`src/rtl/alu_arbiter_pkg.sv`:
```
// Shared types and constants for the ALU arbiter slice: instruction encoding,
// ALU datapath width and the idle instruction driven when nobody is granted.
package alu_arbiter_pkg;

  localparam int ALU_W = 32;

  typedef enum logic [3:0] {
    INST_NOP  = 4'h0,
    INST_ADD  = 4'h1,
    INST_SUB  = 4'h2,
    INST_AND  = 4'h3,
    INST_OR   = 4'h4,
    INST_XOR  = 4'h5,
    INST_SLL  = 4'h6,
    INST_SRL  = 4'h7,
    INST_SRA  = 4'h8,
    INST_SLT  = 4'h9,
    INST_SLTU = 4'hA,
    INST_SLLI = 4'hB,
    INST_SRLI = 4'hC,
    INST_SRAI = 4'hD
  } inst_e;

  localparam inst_e INST_DEFAULT = INST_NOP;

endpackage

```
`src/rtl/alu_arbiter_if.sv`:
```
// Request/response bundle between N_REQ requesters (master) and the shared
// ALU arbiter (slave).
interface alu_arbiter_if
  import alu_arbiter_pkg::*;
#(
  parameter int N_REQ = 2,
  parameter int TAG_W = 4
);
  logic [N_REQ-1:0]             req_valid;
  logic [N_REQ-1:0]             req_ready;
  inst_e                        req_inst [N_REQ];
  logic [N_REQ-1:0][ALU_W-1:0]  req_op_a;
  logic [N_REQ-1:0][ALU_W-1:0]  req_op_b;
  logic [N_REQ-1:0][TAG_W-1:0]  req_tag;
  logic [N_REQ-1:0]             rsp_valid;
  logic [N_REQ-1:0]             rsp_ready;
  logic [ALU_W-1:0]             rsp_result;
  logic [TAG_W-1:0]             rsp_tag;

  modport master (
    output req_valid, req_inst, req_op_a, req_op_b, req_tag, rsp_ready,
    input  req_ready, rsp_valid, rsp_result, rsp_tag
  );

  modport slave (
    input  req_valid, req_inst, req_op_a, req_op_b, req_tag, rsp_ready,
    output req_ready, rsp_valid, rsp_result, rsp_tag
  );
endinterface

```
`src/rtl/alu_arbiter_alu.sv`:
```
// Combinational 32-bit integer ALU; unknown instructions produce zero.
module alu
  import alu_arbiter_pkg::*;
(
  input  inst_e             inst_i,
  input  logic [ALU_W-1:0]  op_a_i,
  input  logic [ALU_W-1:0]  op_b_i,
  output logic [ALU_W-1:0]  result_o
);
  logic [4:0] shamt;

  always_comb begin
    shamt    = op_b_i[4:0];
    result_o = '0;
    case (inst_i)
      INST_ADD:             result_o = op_a_i + op_b_i;
      INST_SUB:             result_o = op_a_i - op_b_i;
      INST_AND:             result_o = op_a_i & op_b_i;
      INST_OR:              result_o = op_a_i | op_b_i;
      INST_XOR:             result_o = op_a_i ^ op_b_i;
      INST_SLL, INST_SLLI:  result_o = op_a_i << shamt;
      INST_SRL, INST_SRLI:  result_o = op_a_i >> shamt;
      INST_SRA, INST_SRAI:  result_o = $unsigned($signed(op_a_i) >>> shamt);
      INST_SLT:             result_o = {{(ALU_W-1){1'b0}}, $signed(op_a_i) < $signed(op_b_i)};
      INST_SLTU:            result_o = {{(ALU_W-1){1'b0}}, op_a_i < op_b_i};
      default:              result_o = '0;
    endcase
  end
endmodule

```
`src/rtl/alu_arbiter_rr.sv`:
```
// Request arbiter: rotating priority starting after last_grant, or fixed
// lowest-index priority. Reusable for other shared execute units.
module rr_arbiter #(
  parameter int N_REQ       = 2,
  parameter bit ROUND_ROBIN = 1'b1,
  localparam int IDX_W      = $clog2(N_REQ)
) (
  input  logic [N_REQ-1:0] req_i,
  input  logic [IDX_W-1:0] last_grant_i,
  output logic             gnt_valid_o,
  output logic [IDX_W-1:0] gnt_idx_o,
  output logic [N_REQ-1:0] gnt_oh_o
);
  logic [IDX_W-1:0] cand;

  // Scan from the lowest-priority candidate upward so the last hit wins.
  always_comb begin
    gnt_valid_o = 1'b0;
    gnt_idx_o   = '0;
    gnt_oh_o    = '0;
    cand        = '0;
    for (int k = N_REQ; k >= 1; k--) begin
      if (ROUND_ROBIN)
        cand = IDX_W'((int'(last_grant_i) + k) % N_REQ);
      else
        cand = IDX_W'(k - 1);
      if (req_i[cand]) begin
        gnt_valid_o = 1'b1;
        gnt_idx_o   = cand;
      end
    end
    if (gnt_valid_o)
      gnt_oh_o[gnt_idx_o] = 1'b1;
  end
endmodule

```
`src/rtl/alu_arbiter.sv`:
```
// Shares one combinational ALU between N_REQ requesters and returns each
// result through a single registered response slot tagged with its owner.
module alu_arbiter
  import alu_arbiter_pkg::*;
#(
  parameter int N_REQ       = 2,
  parameter int TAG_W       = 4,
  parameter bit ROUND_ROBIN = 1'b1
) (
  input  logic         clk_i,
  input  logic         rst_ni,
  alu_arbiter_if.slave bus
);
  localparam int IDX_W = $clog2(N_REQ);

  logic             gnt_valid;
  logic [IDX_W-1:0] gnt_idx;
  logic [N_REQ-1:0] gnt_oh;

  logic             slot_valid_q, slot_valid_d;
  logic [IDX_W-1:0] slot_owner_q, slot_owner_d;
  logic [ALU_W-1:0] slot_result_q, slot_result_d;
  logic [TAG_W-1:0] slot_tag_q, slot_tag_d;
  logic [IDX_W-1:0] last_grant_q, last_grant_d;

  inst_e            alu_inst;
  logic [ALU_W-1:0] alu_a, alu_b, alu_res;
  logic             drain, free, accept;
  logic [N_REQ-1:0] rsp_valid_oh;

  rr_arbiter #(.N_REQ(N_REQ), .ROUND_ROBIN(ROUND_ROBIN)) u_arb (
    .req_i        (bus.req_valid),
    .last_grant_i (last_grant_q),
    .gnt_valid_o  (gnt_valid),
    .gnt_idx_o    (gnt_idx),
    .gnt_oh_o     (gnt_oh)
  );

  alu u_alu (
    .inst_i   (alu_inst),
    .op_a_i   (alu_a),
    .op_b_i   (alu_b),
    .result_o (alu_res)
  );

  always_comb begin
    drain    = slot_valid_q && bus.rsp_ready[slot_owner_q];
    free     = !slot_valid_q || drain;
    accept   = gnt_valid && free;
    alu_inst = INST_DEFAULT;
    alu_a    = '0;
    alu_b    = '0;
    if (gnt_valid) begin
      alu_inst = bus.req_inst[gnt_idx];
      alu_a    = bus.req_op_a[gnt_idx];
      alu_b    = bus.req_op_b[gnt_idx];
    end
  end

  // A drain and a fresh accept in the same edge simply overwrite the slot.
  always_comb begin
    slot_valid_d  = slot_valid_q;
    slot_owner_d  = slot_owner_q;
    slot_result_d = slot_result_q;
    slot_tag_d    = slot_tag_q;
    last_grant_d  = last_grant_q;
    if (accept) begin
      slot_valid_d  = 1'b1;
      slot_owner_d  = gnt_idx;
      slot_result_d = alu_res;
      slot_tag_d    = bus.req_tag[gnt_idx];
      last_grant_d  = gnt_idx;
    end else if (drain) begin
      slot_valid_d  = 1'b0;
    end
  end

  always_ff @(posedge clk_i or negedge rst_ni) begin
    if (!rst_ni) begin
      slot_valid_q  <= 1'b0;
      slot_owner_q  <= '0;
      slot_result_q <= '0;
      slot_tag_q    <= '0;
      last_grant_q  <= IDX_W'(N_REQ - 1);
    end else begin
      slot_valid_q  <= slot_valid_d;
      slot_owner_q  <= slot_owner_d;
      slot_result_q <= slot_result_d;
      slot_tag_q    <= slot_tag_d;
      last_grant_q  <= last_grant_d;
    end
  end

  always_comb begin
    rsp_valid_oh               = '0;
    rsp_valid_oh[slot_owner_q] = slot_valid_q;
  end

  assign bus.req_ready  = accept ? gnt_oh : '0;
  assign bus.rsp_valid  = rsp_valid_oh;
  assign bus.rsp_result = slot_result_q;
  assign bus.rsp_tag    = slot_tag_q;
endmodule

```
`src/flat_wrapper.sv`:
```
// flat-port wrapper written by rule: the top's interface ports become plain ports
module alu_arbiter_flat import alu_arbiter_pkg::*;
#(
  parameter int N_REQ       = 2,
  parameter int TAG_W       = 4,
  parameter bit ROUND_ROBIN = 1'b1
)
  (clk_i, rst_ni, bus_req_valid, bus_req_inst, bus_req_op_a, bus_req_op_b, bus_req_tag, bus_rsp_ready, bus_req_ready, bus_rsp_valid, bus_rsp_result, bus_rsp_tag);
  alu_arbiter_if #(.N_REQ(N_REQ), .TAG_W(TAG_W)) bus_i ();
  input  logic clk_i;
  input  logic rst_ni;
  input wire logic [$bits(bus_i.req_valid)-1:0] bus_req_valid;
  input wire logic [$bits(bus_i.req_inst)-1:0] bus_req_inst;
  input wire logic [$bits(bus_i.req_op_a)-1:0] bus_req_op_a;
  input wire logic [$bits(bus_i.req_op_b)-1:0] bus_req_op_b;
  input wire logic [$bits(bus_i.req_tag)-1:0] bus_req_tag;
  input wire logic [$bits(bus_i.rsp_ready)-1:0] bus_rsp_ready;
  output wire logic [$bits(bus_i.req_ready)-1:0] bus_req_ready;
  output wire logic [$bits(bus_i.rsp_valid)-1:0] bus_rsp_valid;
  output wire logic [$bits(bus_i.rsp_result)-1:0] bus_rsp_result;
  output wire logic [$bits(bus_i.rsp_tag)-1:0] bus_rsp_tag;
  assign bus_i.req_valid = bus_req_valid;
  assign bus_i.req_inst = {>>{bus_req_inst}};
  assign bus_i.req_op_a = bus_req_op_a;
  assign bus_i.req_op_b = bus_req_op_b;
  assign bus_i.req_tag = bus_req_tag;
  assign bus_i.rsp_ready = bus_rsp_ready;
  assign bus_req_ready = bus_i.req_ready;
  assign bus_rsp_valid = bus_i.rsp_valid;
  assign bus_rsp_result = bus_i.rsp_result;
  assign bus_rsp_tag = bus_i.rsp_tag;
  alu_arbiter #(.N_REQ(N_REQ), .TAG_W(TAG_W), .ROUND_ROBIN(ROUND_ROBIN)) u_core (.clk_i(clk_i), .rst_ni(rst_ni), .bus(bus_i));
endmodule
```
`config.mk`:
```
export PLATFORM = sky130hd
export DESIGN_NAME = alu_arbiter_flat
export DESIGN_NICKNAME = d
export VERILOG_FILES = /design/src/rtl/alu_arbiter_pkg.sv /design/src/rtl/alu_arbiter_if.sv /design/src/rtl/alu_arbiter_alu.sv /design/src/rtl/alu_arbiter_rr.sv /design/src/rtl/alu_arbiter.sv /design/src/flat_wrapper.sv
export SDC_FILE = /design/constraint.sdc
export NUM_CORES = 1
export LEC_CHECK = 0
export BUFFER_PORTS_ARGS = -buffer_cell sky130_fd_sc_hd__buf_4
export CORE_ASPECT_RATIO = 1.1
export CORE_MARGIN = 2
export CORE_UTILIZATION = 35
export CTS_CLUSTER_SIZE = 16
export DETAILED_ROUTE_END_ITERATION = 10
export GPL_TIMING_DRIVEN = 1
export PLACE_DENSITY = 0.64
export SLEW_MARGIN = 40
export SYNTH_ARGS = -nofsm -noshare
export SYNTH_HDL_FRONTEND = slang
export SYNTH_SLANG_ARGS = --single-unit
```
`constraint.sdc`:
```
create_clock -name clk_i -period 6.5 [get_ports clk_i]
set_input_delay 0.975 -clock clk_i [delete_from_list [all_inputs] [get_ports clk_i]]
set_output_delay 0.975 -clock clk_i [all_outputs]
set_load 0.03 [all_outputs]
```
==> summary.txt, run 1 <==
Crit-path leading delay family = compound AO/OA/AOI/OAI gates
PortBufs = 189
Maximum VDD drop = 155 uV
Clk_skew = 6.41 ps
LEAKAGE = 6.02 nW
Congestion Overflow GR = 0
Longest Clk Path Bufs = 2
# IOs = 190
Synth Area in Simple Gates = 0.194
Synth Flop Type = dfrtp_1
Vias per inst = 6.70
Worst Hold Class = reg -> reg
Initial Util = 0.354
Number of library cell types mapped by synthesis = 95
CTS Root Buffer Type = clkbuf_16
CTS tree = done
Worst-path maximum fanout = 26
RSZ-0062 raised after global routing = no
Cell row count = 70
Yosys reg bits = 39
DRT Pass-1 Iters = 8
Cts bufs inserted = 5
Post-synthesis compound-gate area fraction = 0.407
Status = finished clean
DR vias = 14900
# H-tree levels = 2
Vias in the first global route = 13800
Max Clock Freq = 192 MHz
Core box area = 33100 um2
Top-count cell post-synth = nand2_1
Rel. slew slack = 0.369
GPL Wtd Cong = 1.06
Sink Count = 39
All-Layer GR Usage = 0.348
Crit path cell chain = buf_4, nand2b_4, buf_4, buf_4, a32o_4, inv_2, fa_1, o21ai_0, nand2b_1, nand4_1, o2111a_1, o41ai_2, a41oi_2, o21ai_2, a31oi_1, o21ai_0, a32oi_1
Crit path max-delay cell type = o41ai_2
Post-Syn Nets = 1915
Post-Route WL = 63200 um
Synth Area in XOR/XNOR = 0.00897
Crit Path Class = in -> reg
Mapped Area = 11700 um2
Final TNS setup = 0 ps
Max cap viols = 0
Setup Fix Bufs, Post-CTS = 0
NumNets Final = 2037
Syn_area_per_cell = 7.04 um2
Cts hold-fix bufs = 0
P per Cell Area = 295 nW/um2
Worst Path Buf+Inv = 4
Crit path launch type = primary input
Least-Margin Pin Slew = 943 ps
Adder-Cell Fraction of Synth Area = 0.108
Post-route antenna net violation count = 0
First-pass GRT wire length = 90900 um
Die width = 178 um
Residual DRC = 0
Crit path DAT = 5380 ps
CP required = 6680 ps
Chip height = 196 um
Tmin final = 5210 ps
Total power = 4.02 mW
Layout cells sized above 1 = 0.194
Synth top area cells = ha_1 (10%), mux2i_1 (9.4%), dfrtp_1 (8.1%)
HPWL after detailed placement = 49400 um
Yosys warning count = 0
Largest net degree at the start of global routing = 54
Setup-failing EPs final = 0
WL per Instance = 28.4 um
Max incr delay on CP = 660 ps
Synth cell count leaders = nand2_1 (190), nor2_1 (169), a21oi_1 (162)
Post-synthesis cell count = 1665
Asr flop ratio synth = 1.00
Area grow syn2layout = 16.6%
Final hold violations = 0
Clock-pin transition on the worst setup and hold timing paths = 70 ps
DRT iter0 DRCs = 2187
Die area = 34900 um2
PostCTS Resize Cnt = 0
Sequential share of the synthesized area = 0.0834
Slew Viols, Final = 0
Fin crit share = 0.801
Top-area cell type share of the netlist area = 0.105
CP Capture Type = flop
Post-synth EDFFs = 0
Mux contribution to synthesized area = 0.107
Largest family of logic cells by synthesized area = compound AO/OA/AOI/OAI gates
Clk_lat worst skew = 320 ps
Initial antenna violation count = 1
Most used cell, CP = buf_4
Post-synth top area cell = ha_1
-- cells by family after synthesis --
| family | Yosys count |
|---|---|
| compound gates | 649 |
| xor+xnor | 12 |
| fa+ha+maj | 100 |
| buf+inv | 230 |
| flops | 39 |
| mux | 121 |
| simple gates | 514 |
-- cell type report --
cell class / instances / area (um2)
clock inverter: 2 / 35.0
multi-input combinational: 1396 / 9720
clock buffer: 6 / 139
fill: 3539 / 19500
antenna: 1 / 2.50
timing repair buffer: 248 / 1870
tap: 432 / 541
sequential: 39 / 977
inverter: 97 / 367
-- path summary, 6_finish.rpt --
path / depth (start not counted) / endpoint / startpoint / slack, ps
setup / recovery: 17 / u_core.bus.rsp_result[0]$_DFFE_PN0P_ / bus_req_valid[1] / 1290
setup reg to reg: 15 / u_core.bus.rsp_result[31]$_DFFE_PN0P_ / u_core.last_grant_q$_DFFE_PN1P_ / 1510
hold / removal: 2 / u_core.bus.rsp_result[16]$_DFFE_PN0P_ / u_core.bus.rsp_result[16]$_DFFE_PN0P_ / 480
min in group asynchronous: 1 / u_core.bus.rsp_result[10]$_DFFE_PN0P_ / rst_ni / 670
hold reg to reg: 2 / u_core.bus.rsp_result[16]$_DFFE_PN0P_ / u_core.bus.rsp_result[16]$_DFFE_PN0P_ / 480
max in group asynchronous: 1 / u_core.bus.rsp_result[1]$_DFFE_PN0P_ / rst_ni / 5400
-- flip-flops by register name, summed over array words and instances (netlist names) --
| register | count |
|---|---|
| u_core.bus.rsp_result | 32 |
| u_core.last_grant_q | 1 |
| u_core.bus.rsp_tag | 4 |
| u_core.slot_valid_q | 1 |
| u_core.slot_owner_q | 1 |
-- stage by stage --
step	cell area [um2]	instances	hold slack [ps]	setup WS, ps	util
final	13700	2221	481	1290	0.412
after global routing	13700	2220	522	1020	0.412
after CTS	13600	2220	486	1380	0.412
after detailed placement	13500	2212	475	1070	0.407
after global placement	13400	2210	461	1200	0.406
after floorplan	11700	1665	477	1380	-
-- report_power, final --
part           switching, mW  internal, mW
registers             0.0879         0.340
logic                   2.21          1.06
clock network          0.129         0.192
total                   2.43          1.60
-- worst min-delay path, cell delays in order (launching register included) --
cell	delay, ps
dfrtp_1	340
nand2_1	50
nand2_1	60
-- routing by layer --
metal  GRT usage  vias up  part of all wire
met1       0.492     7178              0.42
met3      0.0516      153              0.10
met2       0.525     1009              0.43
li1            -     6534                 -
met4       0.144        0             0.045
met5           0        -                 0
-- cell usage in the layout, fill, tap and decap left out, types with 15 or more instances in the layout --
cell      netlist  routed
o21ai_0        80      78
a31oi_1        22      21
o211ai_1       17      17
buf_4          12     247
mux2i_1       110     110
a21o_1         19      19
o22ai_1        22      22
nor3_1         48      48
nand2_1       190     189
ha_1           98      98
a21oi_1       162     162
dfrtp_1        38      38
inv_1          87      87
nor2_1        169     165
a211oi_1       35      35
a32oi_1        15      15
a22oi_1        54      53
nand3_1        30      30
o31ai_1        17      16
o221ai_1       24      24
Power figures use the tool's default switching activity.
==> run 2, diff against run 1 <==
--- a/config.mk
+++ b/config.mk
@@ -12,7 +12,7 @@
 export CTS_CLUSTER_SIZE = 16
 export DETAILED_ROUTE_END_ITERATION = 10
 export GPL_TIMING_DRIVEN = 1
-export PLACE_DENSITY = 0.64
+export PLACE_DENSITY = 0.66
 export SLEW_MARGIN = 40
 export SYNTH_ARGS = -nofsm -noshare
 export SYNTH_HDL_FRONTEND = slang
==> constraint.sdc (replaced) <==
create_clock -name clk_i -period 4.3 [get_ports clk_i]
set_input_delay 0.645 -clock clk_i [delete_from_list [all_inputs] [get_ports clk_i]]
set_output_delay 0.645 -clock clk_i [all_outputs]
set_load 0.03 [all_outputs]
==> summary.txt, run 2 (synthesis gave the netlist of run 1 again) <==
Initial antenna violation count = 4
Crit path launch type = primary input
Max Clock Freq = 239 MHz
M2 GR Usage = 0.617
Worst R2R Path Depth = 17
# diodes = 0
Worst Hold Class = in -> async
Vias in the first global route = 15700
Clk_lat worst skew = 330 ps
DRT iter0 DRCs = 2171
RR Startpoint = u_core.last_grant_q$_DFFE_PN1P_
GPL Wtd Cong = 1.04
CP startpoint = bus_req_valid[1]
Final cell count without fillers = 2638
Cell row count = 70
Setup-failing EPs final = 0
Grt met3 use = 0.0731
Final hold violations = 0
Vias per inst = 6.38
Fill cell count = 3377
Largest net degree at the start of global routing = 49
Final TNS setup = 0 ps
Max FFs per register = 32
Maximum VDD drop = 306 uV
Final WS setup = 109 ps
Most common cell after layout, fill and taps aside = buf_4
Longest Clk Path Bufs = 2
Die area = 34900 um2
GRT met1 Usage = 0.548
P per Cell Area = 441 nW/um2
Least-Margin Pin Slew = 854 ps
Worst reg2reg setup slack = 160 ps
CP Capture Type = flop
Worst-path maximum fanout = 15
Commonest non-fill, non-tap cells in the layout = buf_4 (647), nand2_1 (190), nor2_1 (166)
Congestion Overflow GR = 0
Core box area = 33100 um2
Rel. slew slack = 0.423
Crit path DAT = 4430 ps
DP Cell Count = 2615
CTS Root Buffer Type = clkbuf_16
All-Layer GR Usage = 0.404
DRT Pass-1 Iters = 6
Post-Route WL = 73000 um
Cts bufs inserted = 5
Layout cells sized above 1 = 0.358
Die width = 178 um
Fin crit share = 0.975
Grt peak-use layer = met2
Chip height = 196 um
CTS tree = done
Pre-CTS WS = -369 ps
# IOs = 190
Area grow syn2layout = 47.0%
Residual DRC = 0
Total power = 7.60 mW
CP required = 4540 ps
Max cap viols = 0
Final core utilization = 0.520
PortBufs = 189
DR vias = 16800
Initial Util = 0.354
Clk_skew = 23.2 ps
Design area = 17200 um2
Post-route antenna net violation count = 0
WL per Instance = 27.7 um
Hold WS = 344 ps
LEAKAGE = 8.14 nW
Slew Viols, Final = 0
Sink Count = 39
# H-tree levels = 2
Critical path destination = u_core.bus.rsp_result[7]$_DFFE_PN0P_
Crit Path Class = in -> reg
Cts hold-fix bufs = 0
Status = finished clean
Tmin final = 4190 ps
Worst reg2reg path endpoint = u_core.bus.rsp_result[28]$_DFFE_PN0P_
Area after DPL = 16700 um2
NumNets Final = 2455
Clock-pin transition on the worst setup and hold timing paths = 90 ps
First-pass GRT wire length = 104000 um
HPWL after detailed placement = 59200 um
## run 2: cell types whose count changed in the layout (fill, tap and decap cells not counted), sizes merged
cell | previous run | this run
buf | 248 | 665
bufinv | 1 | 2
clkbuf | 6 | 5
clkinv | 1 | 0
clkinvlp | 0 | 1
diode | 1 | 0
nand2b | 8 | 9
## run 2: critical path, cell delays in order
cell and delay [ps]:
buf_4 150, a21boi_4 410, buf_4 280, buf_4 270, a32o_1 440, inv_1 160
mux2i_1 240, mux2_2 250, nor2_1 60, a31oi_2 360, a21oi_1 120, a311oi_1 520
buf_4 210, a21oi_1 80, a31oi_1 210
## run 2: what timing repair did
item	4_1_cts	5_1_grt
endpoints found under the setup margin	6	15
buffers inserted	2	12
pin swaps	0	13
cloned	0	1
gates resized for setup	1	32
## run 2: power breakdown
group          leakage (nW)  internal [mW]  total [mW]  switching (mW)
Combinational          7.55           2.61        6.38            3.77
Clock                0.0900          0.335       0.557           0.222
Sequential            0.500          0.513       0.666           0.153
## run 2: layer usage
metal,wire length (um),up-vias
met2,31600,1041
met1,30100,8188
li1,-,7384
met5,53,-
met4,3990,8
met3,7310,205
## run 2: worst min path at each step
| stage | start | to | slack, ps | cells past startpoint |
|---|---|---|---|---|
| floorplan | rst_ni | u_core.bus.rsp_result[0]$_DFFE_PN0P_ | 350 | 0 |
| global placement | u_core.bus.rsp_result[10]$_DFFE_PN0P_ | u_core.bus.rsp_result[10]$_DFFE_PN0P_ | 460 | 1 |
| detailed placement | u_core.bus.rsp_result[10]$_DFFE_PN0P_ | u_core.bus.rsp_result[10]$_DFFE_PN0P_ | 470 | 1 |
| CTS | rst_ni | u_core.bus.rsp_result[29]$_DFFE_PN0P_ | 360 | 1 |
| global route | rst_ni | u_core.bus.rsp_result[29]$_DFFE_PN0P_ | 380 | 1 |
| finish | rst_ni | u_core.bus.rsp_result[21]$_DFFE_PN0P_ | 340 | 1 |
## run 2: cell type report
| cell class | count | area [um2] | share of cell area |
|---|---|---|---|
| multi-input cells | 1397 | 9960 | 0.578 |
| clock buffers | 5 | 125 | 0.00726 |
| repair buffers | 665 | 5190 | 0.301 |
| flip-flops and latches | 39 | 977 | 0.0567 |
| clock inverters | 3 | 67.6 | 0.00392 |
| well taps | 432 | 541 | 0.0314 |
| inverters | 97 | 367 | 0.0213 |
